File: src/rtl/mix_columns_seq.sv
// Handshaked AES MixColumns / InvMixColumns engine. It mixes COLS_PER_CYCLE columns
// per clock, in place, in a 128-bit state register.
module mix_columns_seq #(
    parameter int BLOCK_LENGTH   = 128,
    parameter int COLS_PER_CYCLE = 1,
    parameter int SUPPORT_INV    = 1
) (
    input  logic                    CLK,
    input  logic                    RST_N,
    input  logic                    IN_VALID,
    output logic                    IN_READY,
    input  logic [BLOCK_LENGTH-1:0] IN,
    input  logic                    INV,
    output logic                    OUT_VALID,
    input  logic                    OUT_READY,
    output logic [BLOCK_LENGTH-1:0] OUT,
    output logic                    BUSY
);

    if (BLOCK_LENGTH != 128) begin : g_bad_length
        $error("mix_columns_seq: BLOCK_LENGTH must be 128");
    end
    if (COLS_PER_CYCLE != 1 && COLS_PER_CYCLE != 2 && COLS_PER_CYCLE != 4) begin : g_bad_cols
        $error("mix_columns_seq: COLS_PER_CYCLE must be 1, 2 or 4");
    end

    localparam int         NB   = 4 / COLS_PER_CYCLE;
    localparam logic [1:0] LAST = 2'(NB - 1);

    typedef enum logic [1:0] {S_IDLE, S_RUN, S_DONE} state_t;

    state_t                  r_state;
    logic [1:0]              r_cnt;
    logic                    r_inv;
    logic [BLOCK_LENGTH-1:0] r_data;

    logic                    w_accept;
    logic [1:0]              w_idx     [COLS_PER_CYCLE];
    logic [31:0]             w_col_in  [COLS_PER_CYCLE];
    logic [31:0]             w_col_out [COLS_PER_CYCLE];

    function automatic logic [7:0] xtime(input logic [7:0] x);
        return {x[6:0], 1'b0} ^ (x[7] ? 8'h1b : 8'h00);
    endfunction

    function automatic logic [31:0] mix_col(input logic [31:0] col, input logic inv);
        logic [7:0] a [4];
        logic [7:0] x2 [4];
        logic [7:0] x4 [4];
        logic [7:0] x8 [4];
        logic [7:0] m9 [4];
        logic [7:0] mb [4];
        logic [7:0] md [4];
        logic [7:0] me [4];
        for (int i = 0; i < 4; i++) begin
            a[i]  = col[31-8*i -: 8];
            x2[i] = xtime(a[i]);
            x4[i] = xtime(x2[i]);
            x8[i] = xtime(x4[i]);
            m9[i] = x8[i] ^ a[i];
            mb[i] = x8[i] ^ x2[i] ^ a[i];
            md[i] = x8[i] ^ x4[i] ^ a[i];
            me[i] = x8[i] ^ x4[i] ^ x2[i];
        end
        if (inv && SUPPORT_INV != 0)
            return {me[0] ^ mb[1] ^ md[2] ^ m9[3],
                    m9[0] ^ me[1] ^ mb[2] ^ md[3],
                    md[0] ^ m9[1] ^ me[2] ^ mb[3],
                    mb[0] ^ md[1] ^ m9[2] ^ me[3]};
        return {x2[0] ^ x2[1] ^ a[1] ^ a[2] ^ a[3],
                a[0] ^ x2[1] ^ x2[2] ^ a[2] ^ a[3],
                a[0] ^ a[1] ^ x2[2] ^ x2[3] ^ a[3],
                x2[0] ^ a[0] ^ a[1] ^ a[2] ^ x2[3]};
    endfunction

    // Ready is gated by RST_N so it stays low for the whole reset window.
    assign IN_READY  = RST_N && ((r_state == S_IDLE) || (r_state == S_DONE && OUT_READY));
    assign w_accept  = IN_VALID && IN_READY;
    assign OUT_VALID = (r_state == S_DONE);
    assign BUSY      = (r_state != S_IDLE);
    assign OUT       = r_data;

    // Only COLS_PER_CYCLE mixers exist; the beat counter steers them across the state.
    always_comb begin
        for (int j = 0; j < COLS_PER_CYCLE; j++) begin
            w_idx[j]     = 2'(int'(r_cnt) * COLS_PER_CYCLE + j);
            w_col_in[j]  = r_data[BLOCK_LENGTH-1-32*int'(w_idx[j]) -: 32];
            w_col_out[j] = mix_col(w_col_in[j], r_inv);
        end
    end

    always_ff @(posedge CLK or negedge RST_N) begin
        if (!RST_N) begin
            r_state <= S_IDLE;
            r_cnt   <= 2'd0;
            r_inv   <= 1'b0;
            r_data  <= '0;
        end else begin
            case (r_state)
                S_IDLE, S_DONE: begin
                    if (w_accept) begin
                        r_data  <= IN;
                        r_inv   <= (SUPPORT_INV != 0) ? INV : 1'b0;
                        r_cnt   <= 2'd0;
                        r_state <= S_RUN;
                    end else if (r_state == S_DONE && OUT_READY) begin
                        r_state <= S_IDLE;
                    end
                end
                S_RUN: begin
                    for (int j = 0; j < COLS_PER_CYCLE; j++)
                        r_data[BLOCK_LENGTH-1-32*int'(w_idx[j]) -: 32] <= w_col_out[j];
                    if (r_cnt == LAST)
                        r_state <= S_DONE;
                    else
                        r_cnt <= r_cnt + 2'd1;
                end
                default: r_state <= S_IDLE;
            endcase
        end
    end

endmodule
File: config.mk
export PLATFORM = sky130hd
export DESIGN_NAME = mix_columns_seq
export DESIGN_NICKNAME = d
export VERILOG_FILES = /design/src/rtl/mix_columns_seq.sv
export SDC_FILE = /design/constraint.sdc
export NUM_CORES = 1
export LEC_CHECK = 0
export CAP_MARGIN = 20
export CORE_AREA = 10 10 201 203
export DETAILED_ROUTE_END_ITERATION = 6
export DIE_AREA = 0 0 211 213
export PLACE_DENSITY = 0.51
export SYNTH_ARGS = -nofsm -noshare
export SYNTH_HDL_FRONTEND = slang
export SYNTH_SLANG_ARGS = --single-unit
File: constraint.sdc
create_clock -name CLK -period 4.53 [get_ports CLK]
set_input_delay 1.1325 -clock CLK [delete_from_list [all_inputs] [get_ports CLK]]
set_output_delay 1.1325 -clock CLK [all_outputs]
set_load 0.02 [all_outputs]
==> impl_summary.md, run 1 <==
STA
Setup repair after global routing left no endpoint under its margin. The share of the clock period used by the worst path after layout is 87.7%. Measured against its own limit, the worst slew margin works out to between 30% and 40%. For the pin with the worst max-slew slack, the measured transition is slightly above 0.9 ns.

The number of max-slew violations in the final report was 0. Clock skew on the completed layout was measured at around 0.015 ns. The highest clock rate is approximately 0.25 GHz. Setup violations remaining at the end of the flow were counted as 0. Subtracting the final worst setup slack from the clock period gives between 3 and 4 ns.

Summed over all failing endpoints, the final setup total negative slack is 0 ns. The number of hold violations in the final report is 0.

Placed design
Summed over all nets, the half-perimeter wirelength after detailed placement is roughly 32000 um. At the end of routability-driven placement, the weighted congestion stood at between 0.9 and 1. In this run, placement finished with an instance count of 1598. Port buffering added about 260 buffers.

Floorplanning
The die boundary width is roughly 210 um. The total core area is between 30000 and 40000 um2. The number of I/O pins is ~260.

The floorplan has 70 rows. The vertical die dimension is about 210 um. The initial core utilization is 25.6%.

The floorplan step defined a die boundary enclosing 44900 um2.

Worst setup path
The kind of critical path is flop to flop. The endpoint class of the critical path is a flop. At the worst endpoint, the required time is 4.84 ns. The critical path launch point type is a flop. In this run the critical register-to-register path is launched from r_cnt[0]$_DFFE_PN0P_. The family with the most delay on the worst path is XOR/XNOR gates. The signal arrival time at the worst endpoint is ~4.3 ns. The maximum fanout encountered on the critical timing path is 8. The longest individual stage delay on the worst path is 0.83 ns. The critical path endpoint is OUT[51]$_DFFE_PN0P_. The critical path contains buffers and inverters numbering 0 combined.

The critical path goes through mux4_1 -> xor2_2 -> xnor3_1 -> xnor2_1 -> xnor3_1 -> a21oi_1 -> xnor2_1 -> a221o_1. The worst reg2reg path endpoint is OUT[51]$_DFFE_PN0P_. The logic depth of the worst setup path including buffers is 8. Among all stages on the critical path, the largest delay is contributed by sky130_fd_sc_hd__mux4_1.

The register-to-register path setup slack is about 0.56 ns. The number of cells on the worst reg-to-reg path is 8. The origin of the worst setup path is r_cnt[0]$_DFFE_PN0P_.

Synth
The total nets after synthesis is around 1.1k. Yosys mapped the design onto 40 distinct sky130hd cell types. After synthesis, the cell types taking the most area are sky130_fd_sc_hd__dfrtp_1, sky130_fd_sc_hd__xnor2_1, sky130_fd_sc_hd__mux4_2. The sequential-to-total area share from yosys stat is about 36%.

After synthesis the cells add up to around 9300 um2. The cell count after synthesis came out at 918. Summed over all instances, the cell type with the most area after synthesis is sky130_fd_sc_hd__dfrtp_1. The synthesized area divided by synthesized cell count is roughly 10 um2. The top cell type's share of synthesized area is roughly 36%.

For this run, the number of Yosys warnings is 0. Synthesis inferred around 130 register bits.

CTS
The total CTS buffers is 17. The hold buffer count at cts is 0. Clock tree synthesis found a total of between 100 and 150 sinks. The TritonCTS clock tree is done.

The cell sitting at the root of the clock tree is a sky130_fd_sc_hd__clkbuf_16. The clock transition at the registers of the reported paths is 0.06 ns. The number of gates resized after CTS is 0. Buffers added to address setup during post-CTS repair amount to 0. The number of H-tree levels is 4.

The later pin in the worst-skew pair is clocked with a latency of between 0.4 and 0.5 ns. The longest clock path from root to sink contains 2 buffers.

Min path
In this run the worst hold path is classified as input port to asynchronous set/reset pin.

Global route
The remaining global-route overflow is 0. The largest net degree at the start of global routing is 94. Across every metal layer, demand over resource in global routing totals 18.4%. The initial antenna violation count was 1.

The first-pass GRT wire length is a little over 60000 um. The via count of the first global-routing pass is 8637.

Route
The detailed-route wire length per cell is roughly 26 um. In this run the remaining antenna-violating nets after routing total 0. After detailed routing, the number of vias per cell comes to a little over 5.

The total DRC errors in the routed layout is 0. The sum of routed wire length over all layers is roughly 42000 um. The number of DRC markers after the initial detailed-route iteration is roughly 600. The pre-antenna-repair detailed-routing pass consisted of 5 iterations. The via count is ~8.2k.

Final layout
Leaving out fill and tap cells, the most frequent cell in the layout is sky130_fd_sc_hd__clkdlybuf4s50_1. In the final design database the tool counted 1286 nets. In the layout the commonest cells are sky130_fd_sc_hd__clkdlybuf4s50_1, sky130_fd_sc_hd__xnor2_1, sky130_fd_sc_hd__dfrtp_1, sky130_fd_sc_hd__nor2_1, sky130_fd_sc_hd__o21ai_0. The end-of-flow core utilization is a little over a third.

The count of antenna diodes in the layout is 0. The final standard cell count with taps included and fillers excluded is 1630. Compared with the post-synthesis result, the final layout area differs by 40.7%. The fraction of layout instances using a drive strength above 1 is a little under a tenth.

Run status
The flow ran to the end, and the final reports show no timing, DRC or antenna violations.

Job
Across the run, the number of max-cap violations was 0.
[Yosys cell counts (all sizes together)]
library cell and count:
nor2 85, ha 4, a221oi 32, xnor2 151
and2 1, a2bb2oi 28, nor3b 1, a221o 12
xor2 42, dfrtp 133, nor3 3, nand3 3
xor3 2, o21ai 82, clkbuf 59, buf 20
o22ai 4, or2 1, mux2 1, nand2b 2
a21oi 70, xnor3 20, mux4 32, nand2 56
nor2b 3, and3 53, nand4 2, inv 3
o21a 8, mux2i 5
[registers in the layout, indices dropped and copies added, names as in the netlist]
signal   count
OUT        128
r_inv        1
r_state      2
r_cnt        2
[per-stage QoR]
step           instance area, um2  hold WS, ns  worst slack, ns
6_report                    13100        0.480            0.557
5_1_grt                     13100        0.472            0.362
4_1_cts                     13100        0.467            0.587
3_5_place_dp                12500        0.501            0.605
3_3_place_gp                12500        0.487            0.571
2_1_floorplan                9300        0.601             1.10
[final cells by class]
type,instances,area (um2)
Tap cell,468,586
Timing Repair Buffer,291,2890
Clock inverter,14,174
Fill cell,3696,23200
Clock buffer,18,429
Multi-Input combinational cell,703,5660
Sequential cell,133,3330
Inverter,3,11.3
[metal layers]
metal,routed length (um),share of wire [%],vias to the layer above,track usage (%)
met1,17500,42,4132,23.1
met5,8,0.019,-,0
met4,663,1.6,2,4.50
met2,20400,48,326,30.1
li1,-,-,3742,-
met3,3590,8.5,36,5.76
[worst register-to-register path, delay by kind of cell, from the launching register on]
kind | cells | cell delay (ns)
xor+xnor | 5 | 1.91
mux | 1 | 0.83
compound gates | 2 | 0.57
flops | 1 | 0.54
[cells by family (layout without fill, tap and decap cells)]
family	after synthesis	in the layout	share of synthesized area [%]
AO/OA/AOI/OAI	236	236	16.0
XOR/XNOR	215	215	24.8
AND/OR/NAND/NOR	210	210	10.3
flip-flops	133	133	35.8
buffers and inverters	82	326	3.94
multiplexers	38	38	8.65
adder cells (fa/ha/maj)	4	4	0.538
[worst min path at each step]
| stage | slack [ns] | cells past startpoint | end |
|---|---|---|---|
| 6_report | 0.48 | 1 | OUT[104]$_DFFE_PN0P_ |
| 3_3_place_gp | 0.49 | 2 | OUT[86]$_DFFE_PN0P_ |
| 4_1_cts | 0.47 | 1 | OUT[104]$_DFFE_PN0P_ |
| 2_1_floorplan | 0.60 | 2 | OUT[71]$_DFFE_PN0P_ |
| 5_1_grt | 0.47 | 1 | OUT[104]$_DFFE_PN0P_ |
| 3_5_place_dp | 0.50 | 2 | OUT[40]$_DFFE_PN0P_ |
Power of run 1 is not shown: default switching activity piles up to over one toggle a cycle in this logic, so the estimate is an artifact.
==> run 2, diff against run 1 <==
--- a/config.mk
+++ b/config.mk
@@ -6,10 +6,12 @@
 export NUM_CORES = 1
 export LEC_CHECK = 0
 export CAP_MARGIN = 20
+export CELL_PAD_IN_SITES_DETAIL_PLACEMENT = 0
+export CELL_PAD_IN_SITES_GLOBAL_PLACEMENT = 1
 export CORE_AREA = 10 10 201 203
 export DETAILED_ROUTE_END_ITERATION = 6
 export DIE_AREA = 0 0 211 213
-export PLACE_DENSITY = 0.51
+export PLACE_DENSITY = 0.63
 export SYNTH_ARGS = -nofsm -noshare
 export SYNTH_HDL_FRONTEND = slang
 export SYNTH_SLANG_ARGS = --single-unit
==> run 2 against run 1 <==
Via count fell by 1.0%. Cell area is 0.69% lower. Critical path depth rose by 1. Critical path type unchanged.
==> impl_summary.md, run 2 (same netlist as run 1, synthesis figures left out) <==
Run status
The flow ran to the end, and the final reports show no timing, DRC or antenna violations.

Final layout
At the end of the flow, the number of nets in the layout was about 1.3k. Compared with the post-synthesis result, the final layout area differs by 39.7%. In the layout the commonest cells are sky130_fd_sc_hd__clkdlybuf4s50_1, sky130_fd_sc_hd__xnor2_1, sky130_fd_sc_hd__dfrtp_1, sky130_fd_sc_hd__nor2_1, sky130_fd_sc_hd__o21ai_0. Counting the fill cells in the layout gives ~3.8k. The number of flip-flops under the largest register name is around 130. 0 antenna diodes ended up in the layout. The library cell used most frequently in the layout, excluding fill and tap cells, is sky130_fd_sc_hd__clkdlybuf4s50_1. The fraction of layout instances using a drive strength above 1 is a little under a tenth.

Worst setup path
The critical path launch point type is a flop. The buffer and inverter count on the worst path is 1. Data on the critical path is required at its endpoint by 4.83 ns. For this run, the slowest stage of the critical path takes around 0.73 ns. For the worst setup path, the data arrival time is around 4.2 ns. The cell family contributing the most delay on the critical path is XOR/XNOR gates. The critical path is of the flop to flop type. Walking the worst path, the cells encountered are buf_4 -> mux4_2 -> xnor2_1 -> xor2_1 -> xnor2_1 -> nand2_1 -> xnor2_1 -> a2bb2oi_1 -> o21ai_0. The endpoint class of the critical path is a flop. In this run the worst path has a maximum fanout of 11. By instance count, the cell type seen most on the critical path is sky130_fd_sc_hd__xnor2_1. The origin of the worst setup path is r_cnt[0]$_DFFE_PN0P_. The source of the worst register-to-register timing path is r_cnt[0]$_DFFE_PN0P_. The cell with the biggest individual delay on the critical path is sky130_fd_sc_hd__mux4_2.

Floorplanning
The die boundary width is ~210 um. The die area is between 40000 and 50000 um2. The total core area is between 30000 and 40000 um2. Once the floorplan was initialized, standard cells occupied 25.6% of the core. The vertical die dimension is 213 um. The number of I/O pins is approximately 260. The floorplan has 70 rows.

Global route
The initial antenna violation count was 1. The remaining global-route overflow is 0. The global routing usage summed across all routing layers is between 10% and 20%. Entering global routing, the biggest net connects between 90 and 100 pins. The first global-routing pass estimated roughly 61000 um of wire. The via count of the first global-routing pass is just under 9k.

Route
The routed design has about 42000 um of wire. The first detailed-routing pass took 5 iterations. The via count is roughly 8k. After detailed routing, the number of remaining DRC violations is 0. After detailed routing, the average wire length per cell comes to ~26 um.

Once detail routing completed, the nets flagged for antenna violations numbered 0. For this block, the initial DRC count from the detailed router was between 500 and 600. The vias per cell is 5.00.

CTS
The number of H-tree levels is 4. After clock tree synthesis, the repair step resized 0 gates. For this design, the sink count on the clock tree is roughly 130. Clock-pin slew was measured on the worst setup and hold paths at roughly 0.06 ns.

After clock tree synthesis, the flow added hold-fix buffers numbering 0. The maximum buffer depth of the clock tree is 2. Buffers added to address setup during post-CTS repair amount to 0.

The total CTS buffers is 17. TritonCTS built the clock tree. The clock root buffer is sky130_fd_sc_hd__clkbuf_16. For the worst-skew pair, the clock arrives at the later sink with an insertion delay of 0.43 ns.

Placed design
The congestion estimate from routability-driven global placement came to about 0.91. The placed wire-length estimate is around 32000 um. The count of port buffers added during placement is 263.

STA
Measured against its own limit, the worst slew margin works out to between 30% and 40%. Of the available clock period, the critical path in the final layout requires 86.1%. On the final layout, the worst clock skew is between 0.01 and 0.015 ns. Based on the critical path, the design can be clocked at up to 0.256 GHz. At the pin with the least slew margin, the transition time is between 1 and 1.5 ns. Subtracting the final worst setup slack from the clock period gives roughly 3.9 ns. The total setup violations reported at the end of the flow is 0. The number of max-slew violations in the final report came to 0. The number of hold violations in the final report came to 0.

For the final routed database, the setup TNS stands at 0 ns. Setup repair after global routing left no endpoint under its margin.

Min path
The class of the tightest hold or removal check is flop to flop. In this run the most critical hold path is launched from OUT[72]$_DFFE_PN0P_.

Job
Across the run, the number of max-cap violations was 0.
[run 2: layout make-up]
type / instances / area [um2] / share of cell area, %
multi-input cells: 703 / 5660 / 43.5
well taps: 468 / 586 / 4.51
flip-flops and latches: 133 / 3330 / 25.6
repair buffers: 294 / 2890 / 22.3
inverters: 3 / 11.3 / 0.0867
clock inverters: 13 / 86.3 / 0.665
clock buffers: 18 / 429 / 3.30
[run 2: tightest hold or removal path, stage by stage, from the launching register on]
cell,delay [ns]
sky130_fd_sc_hd__dfrtp_1,0.35
sky130_fd_sc_hd__nand2_1,0.05
sky130_fd_sc_hd__o21ai_1,0.06
[run 2: worst paths after layout]
| path | endpoint | slack [ns] | cells past startpoint |
|---|---|---|---|
| hold / removal | OUT[72]$_DFFE_PN0P_ | 0.50 | 2 |
| hold reg to reg | OUT[72]$_DFFE_PN0P_ | 0.50 | 2 |
| min in group asynchronous | OUT[27]$_DFFE_PN0P_ | 0.78 | 2 |
| setup reg to reg | OUT[102]$_DFFE_PN0P_ | 0.63 | 9 |
| max in group asynchronous | r_cnt[0]$_DFFE_PN0P_ | 2.66 | 3 |
| setup / recovery | OUT[102]$_DFFE_PN0P_ | 0.63 | 9 |
[run 2: per-stage QoR]
| step | utilization (%) | instances | hold slack, ns | setup slack [ns] | instance area (um2) |
|---|---|---|---|---|---|
| floorplan | - | 918 | 0.601 | 1.10 | 9300 |
| global placement | 34.4 | 1601 | 0.487 | 0.694 | 12500 |
| detailed placement | 34.4 | 1601 | 0.495 | 0.658 | 12500 |
| CTS | 35.8 | 1632 | 0.506 | 0.661 | 13000 |
| global route | 35.8 | 1632 | 0.547 | 0.429 | 13000 |
| finish | 35.8 | 1632 | 0.503 | 0.630 | 13000 |
[run 2: metal layers]
metal	global-route usage [%]	share of wire, %	routed length, um	up-vias
met5	0	0.031	13	-
li1	-	-	-	3739
met4	5.27	1.9	791	2
met1	22.6	42	17700	4088
met2	30.1	48	20000	281
met3	6.20	7.9	3300	43
Power of run 2 is left out for the same reason.
==> patch 1: new RTL, flow settings as in run 1 <==
Reset style: synchronous (`RST_N`), changed in one clocked block.
--- a/src/rtl/mix_columns_seq.sv
+++ b/src/rtl/mix_columns_seq.sv
@@ -90,5 +90,5 @@
     end
 
-    always_ff @(posedge CLK or negedge RST_N) begin
+    always_ff @(posedge CLK) begin
         if (!RST_N) begin
             r_state <= S_IDLE;
Function: changed (Yosys sat finds a counterexample within 4 cycles, from zero or initial values and one cycle with RST_N low; the reset may be asserted at any time).
==> patch 1 against run 1 <==
Sequential share of layout area shrank 5.9 points; worst setup slack gained 33 ps; critical path depth is the same; count of clock-buffer cells in the layout shrank 1; final area grew 3.9%; routed wire length grew 17%; sequential cell count is the same; synthesized cell count grew 14%; largest cell class unchanged; synthesized area grew 7.3%.
Power is left out: it rests on default switching activity, and per cell area and clock period it moved more than threefold.
==> patch 1: results (changes against run 1) <==
- The flow ran to the end, and the final reports show no timing, DRC or antenna violations.
- The detailed-routing iteration count for the pre-antenna-repair pass was 6 (+1).
- The net count after synthesis is 1,185 (+12%).
- The slew of the pin with the lowest slew margin was 1030 ps (+102 ps).
- The initial antenna violation count is 0 (-1).
- The share of flip-flops with an asynchronous set or reset after synthesis was 0 (-1.00).
- The highest net fanout along the worst path is 24 (+16).
- The area share of fa/ha/maj cells after synthesis is 0.00502 (-0.000365).
- The number of unique standard cell types used by synthesis came to 62 (+55%).
- The multiplexer area fraction after synthesis is 0.0881 (+0.00154).
- The number of nets in the layout is 1,399 (+8.8%).
- The compound-cell area share of the yosys netlist was 0.238 (+0.0781).
- The DRC marker count from the first detailed-route iteration is 978 (+63%).
- The number of buffers added for setup after CTS is 0 (unchanged).
- The pin count of the biggest net entering global routing is 88 (-6.4%).
- The global routing usage on met3 is 0.0393 (-0.0183).
- The share of layout cells above drive strength 1 is 0.0996 (+0.00839).
- The worst clock skew on the final layout is 15.6 ps (+0.570 ps).
- The area after detailed placement was 13,000 sq um (+4.2%).
- The source-to-sink clock delay at the later pin of the worst-skew pair is 440 ps (about the same).
- The post-synthesis xor/xnor area fraction is 0.248 (+0.000538).
- The first-pass GRT wire length came to 71,500 um (+17%).
- The leading register cell type out of synthesis is dfxtp_1.
- The detailed placer's ending HPWL is 36,400 um (+15%).
- The met2 track demand over resource came to 0.374 (+0.0725).
- The aggregate global-route resource usage came to 0.214 (+0.0296).
- The overall via count from detail_route is 9,886 (+20%).
- The minimum setup slack after placement is 617 ps (+12.0 ps).
- The number of global-route vias before repair is 10,200 (+18%).
- The arrival time reported for the critical path endpoint was 4310 ps (+30 ps).
- The met1 track demand over resource in global routing is 0.260 (+0.0295).
- The share of the yosys chip area belonging to registers is 0.267 (-0.0910).
[patch 1: worst paths after layout]
path / endpoint / slack (ps) / cells past startpoint / start
worst max-delay path: OUT[67] / 590 / 8 / r_cnt[0]
worst min-delay path: OUT[41] / 520 / 2 / OUT[41]
worst max register to register: OUT[67] / 590 / 8 / r_cnt[0]
worst min register to register: OUT[41] / 520 / 2 / OUT[41]
[patch 1: critical path: cells and delay by family, from the launching register on]
family          cells  cell delay (ps)
xor+xnor            3             1320
simple gates        1              130
compound gates      1              160
mux                 2             1260
buf+inv             1              280
flops               1              670
[patch 1: final cells by class]
type	count	area (sq um)
tap	468	586
timing repair buffer	295	2900
fill	3687	22700
clock inverter	15	173
clock buffer	17	425
sequential	133	2670
inverter	4	15.0
multi-input combinational	811	6840
[patch 1: cell families after synthesis]
kind of cell,after synthesis
compound gates,360
flops,133
simple gates,214
xor+xnor,188
fa+ha+maj,4
mux,45
buf+inv,104
[patch 1: metrics by stage]
stage,hold WS [ps],cells,util
floorplan,576,1048,-
global placement,507,1711,0.358
detailed placement,514,1711,0.358
CTS,526,1743,0.375
global route,567,1743,0.375
finish,525,1743,0.375
[patch 1: metal layers]
layer  wire (um)  vias up
met5           0        -
met2       25200      479
li1            -     4378
met3        3540       71
met4        1120        0
met1       19700     4958
==> patch 2: new RTL, settings of run 1 <==
Without the edit above. The parameter `SUPPORT_INV` goes from 1 to 0.
--- a/src/rtl/mix_columns_seq.sv
+++ b/src/rtl/mix_columns_seq.sv
@@ -4,5 +4,5 @@
     parameter int BLOCK_LENGTH   = 128,
     parameter int COLS_PER_CYCLE = 1,
-    parameter int SUPPORT_INV    = 1
+    parameter int SUPPORT_INV    = 0
 ) (
     input  logic                    CLK,
Behaviour: not the same (a bounded check fails within 4 cycles, from zero or initial values and one cycle with RST_N low).
==> patch 2 against run 1 <==
Critical path depth down 4; synthesized cell count down 29%; final area down 9.8%; register-to-register slack better by 830 ps; synthesized area down 14%; critical path type is now input port to output pin; sequential cell count down 1; routed wire length down 13%; worst setup slack better by 340 ps; first-iteration DRC count down 23%.
Power is not shown: default switching activity piles up to over one toggle a cycle in this logic, so the estimate is an artifact.
==> patch 2: results (changes against run 1) <==
- The flow ran to the end, and the final reports show no timing, DRC or antenna violations.
- The maximum count of clock buffers along a single path came to 2 (unchanged).
- The share of flip-flops with an asynchronous set or reset after synthesis came to 1.00 (unchanged).
- The number of gates resized after CTS was 0 (unchanged).
- The detail-routed via count per cell was 4.98 (-1.4%).
- The count of port buffers added during placement is 262 (-0.38%).
- The count of synthesis-stage warnings from yosys is 0 (unchanged).
- The worst clock skew on the final layout is 12.2 ps (-2.84 ps).
- The slew of the pin with the lowest slew margin came to 1040 ps (+110 ps).
- The number of nets in the layout is 1,025 (-20%).
- The area share of fa/ha/maj cells after synthesis was 0.00627 (+0.000885).
- The detailed-routing iteration count for the pre-antenna-repair pass is 5 (unchanged).
- The pin count of the biggest net entering global routing is 105 (+12%).
- The compound-cell area share of the yosys netlist came to 0.167 (+0.00662).
- The starting utilization of the core area was 0.220 (-0.0362).
- The commonest cells after synthesis are dfrtp_1 (132), and3_1 (98), a221o_1 (96).
- The routed wirelength normalized by instance count is 26.8 um (+3.5%).
- Counting instances, the worst hold path has a depth of 1.
- The number of unique standard cell types used by synthesis is 36 (-10%).
- The post-synthesis xor/xnor area fraction is 0.168 (-0.0792).
- The highest net fanout along the worst path was 4 (-4).
- The worst register-to-register path begins at r_cnt[1].
- The share of layout cells above drive strength 1 is 0.121 (+0.0299).
- The number of flip-flops in the largest register was 128 (unchanged).
- The detailed placer's ending HPWL is 26,700 um (-16%).
- The clock transition at the register clock pins on the worst setup and hold paths after CTS was 60 ps (about the same).
- The multiplexer area fraction after synthesis is 0.0903 (+0.00372).
- The depth of the worst register-to-register path is 5 (-3).
- The share of the yosys chip area belonging to registers is 0.414 (+0.0557).
- The arrival time reported for the critical path endpoint came to 2510 ps (-1770 ps).
- The number of global-route vias before repair is 7,365 (-15%).
- Sorting the synthesized cells by area gives the leading types as dfrtp_1 (41%), a221o_1 (12%), mux4_2 (9.0%).
- The setup-violating endpoint count in the final report is 0 (unchanged).
- The net count after synthesis came to 787 (-25%).
- The worst hold-check path type is register to register.
- The DRC marker count from the first detailed-route iteration was 463 (-23%).
- The source-to-sink clock delay at the later pin of the worst-skew pair is 430 ps.
- The aggregate global-route resource usage is 0.160 (-0.0237).
- The worst hold path begins at OUT[63].
- The weighted congestion at the end of routability-driven global placement is 0.792 (-16%).
- The number of buffers created by CTS is 17 (unchanged).
- The number of buffers added for setup after CTS is 0 (unchanged).
- The initial antenna violation count is 3 (+2).
- The total number of H-tree levels is 4 (unchanged).
- The master cell of the clock root buffer is clkbuf_16.
- The first-pass GRT wire length is 52,600 um (-14%).
- The startpoint of the worst setup timing path is OUT_READY.
- The count of fill cells added during filler insertion is 3,683 (-0.35%).
## patch 2: logic make-up (layout without fill, tap and decap cells)
family	count (synthesis)	after routing
AOI/OAI and AO/OA	166	166
xor gates and xnor gates	75	75
adders and majority gates	4	4
buffers and inverters	65	315
DFF	132	132
muxes	32	32
other	0	2
and+or+nand+nor	176	176
## patch 2: final cells by class
type,instances,area (sq um),share of cell area
multi-input combinational,453,4450,0.377
sequential,132,3310,0.280
timing repair buffer,282,2810,0.238
tap,468,586,0.0496
clock buffer,22,484,0.0410
clock inverter,9,150,0.0127
inverter,2,7.51,0.000636
antenna,2,5.00,0.000424
## patch 2: worst paths after layout
check	endpoint	slack (ps)
max	IN_READY	890
min	OUT[63]	530
max reg2reg	OUT[100]	1390
min reg2reg	OUT[63]	530
max in group asynchronous	OUT[110]	2940
min in group asynchronous	OUT[95]	920
## patch 2: layer usage
metal	track usage	up-vias	wire length (um)
met5	0	-	13
met4	0.0395	2	363
met3	0.0466	21	2520
met2	0.258	250	17500
met1	0.206	3535	16300
li1	-	3017	-
## patch 2: critical path, cell delays in order
cell,delay [ps]
clkdlybuf4s50_1,440
nand2b_1,160
and2_1,160
clkdlybuf4s50_1,610
## patch 2: metrics by stage
stage / util / worst slack, ps / instances / cell area, sq um
detailed placement: 0.308 / 910 / 1337 / 11200
global placement: 0.308 / 900 / 1337 / 11200
CTS: 0.325 / 898 / 1368 / 11800
global route: 0.325 / 860 / 1369 / 11800
finish: 0.325 / 892 / 1370 / 11800
floorplan: - / 1870 / 650 / 7990
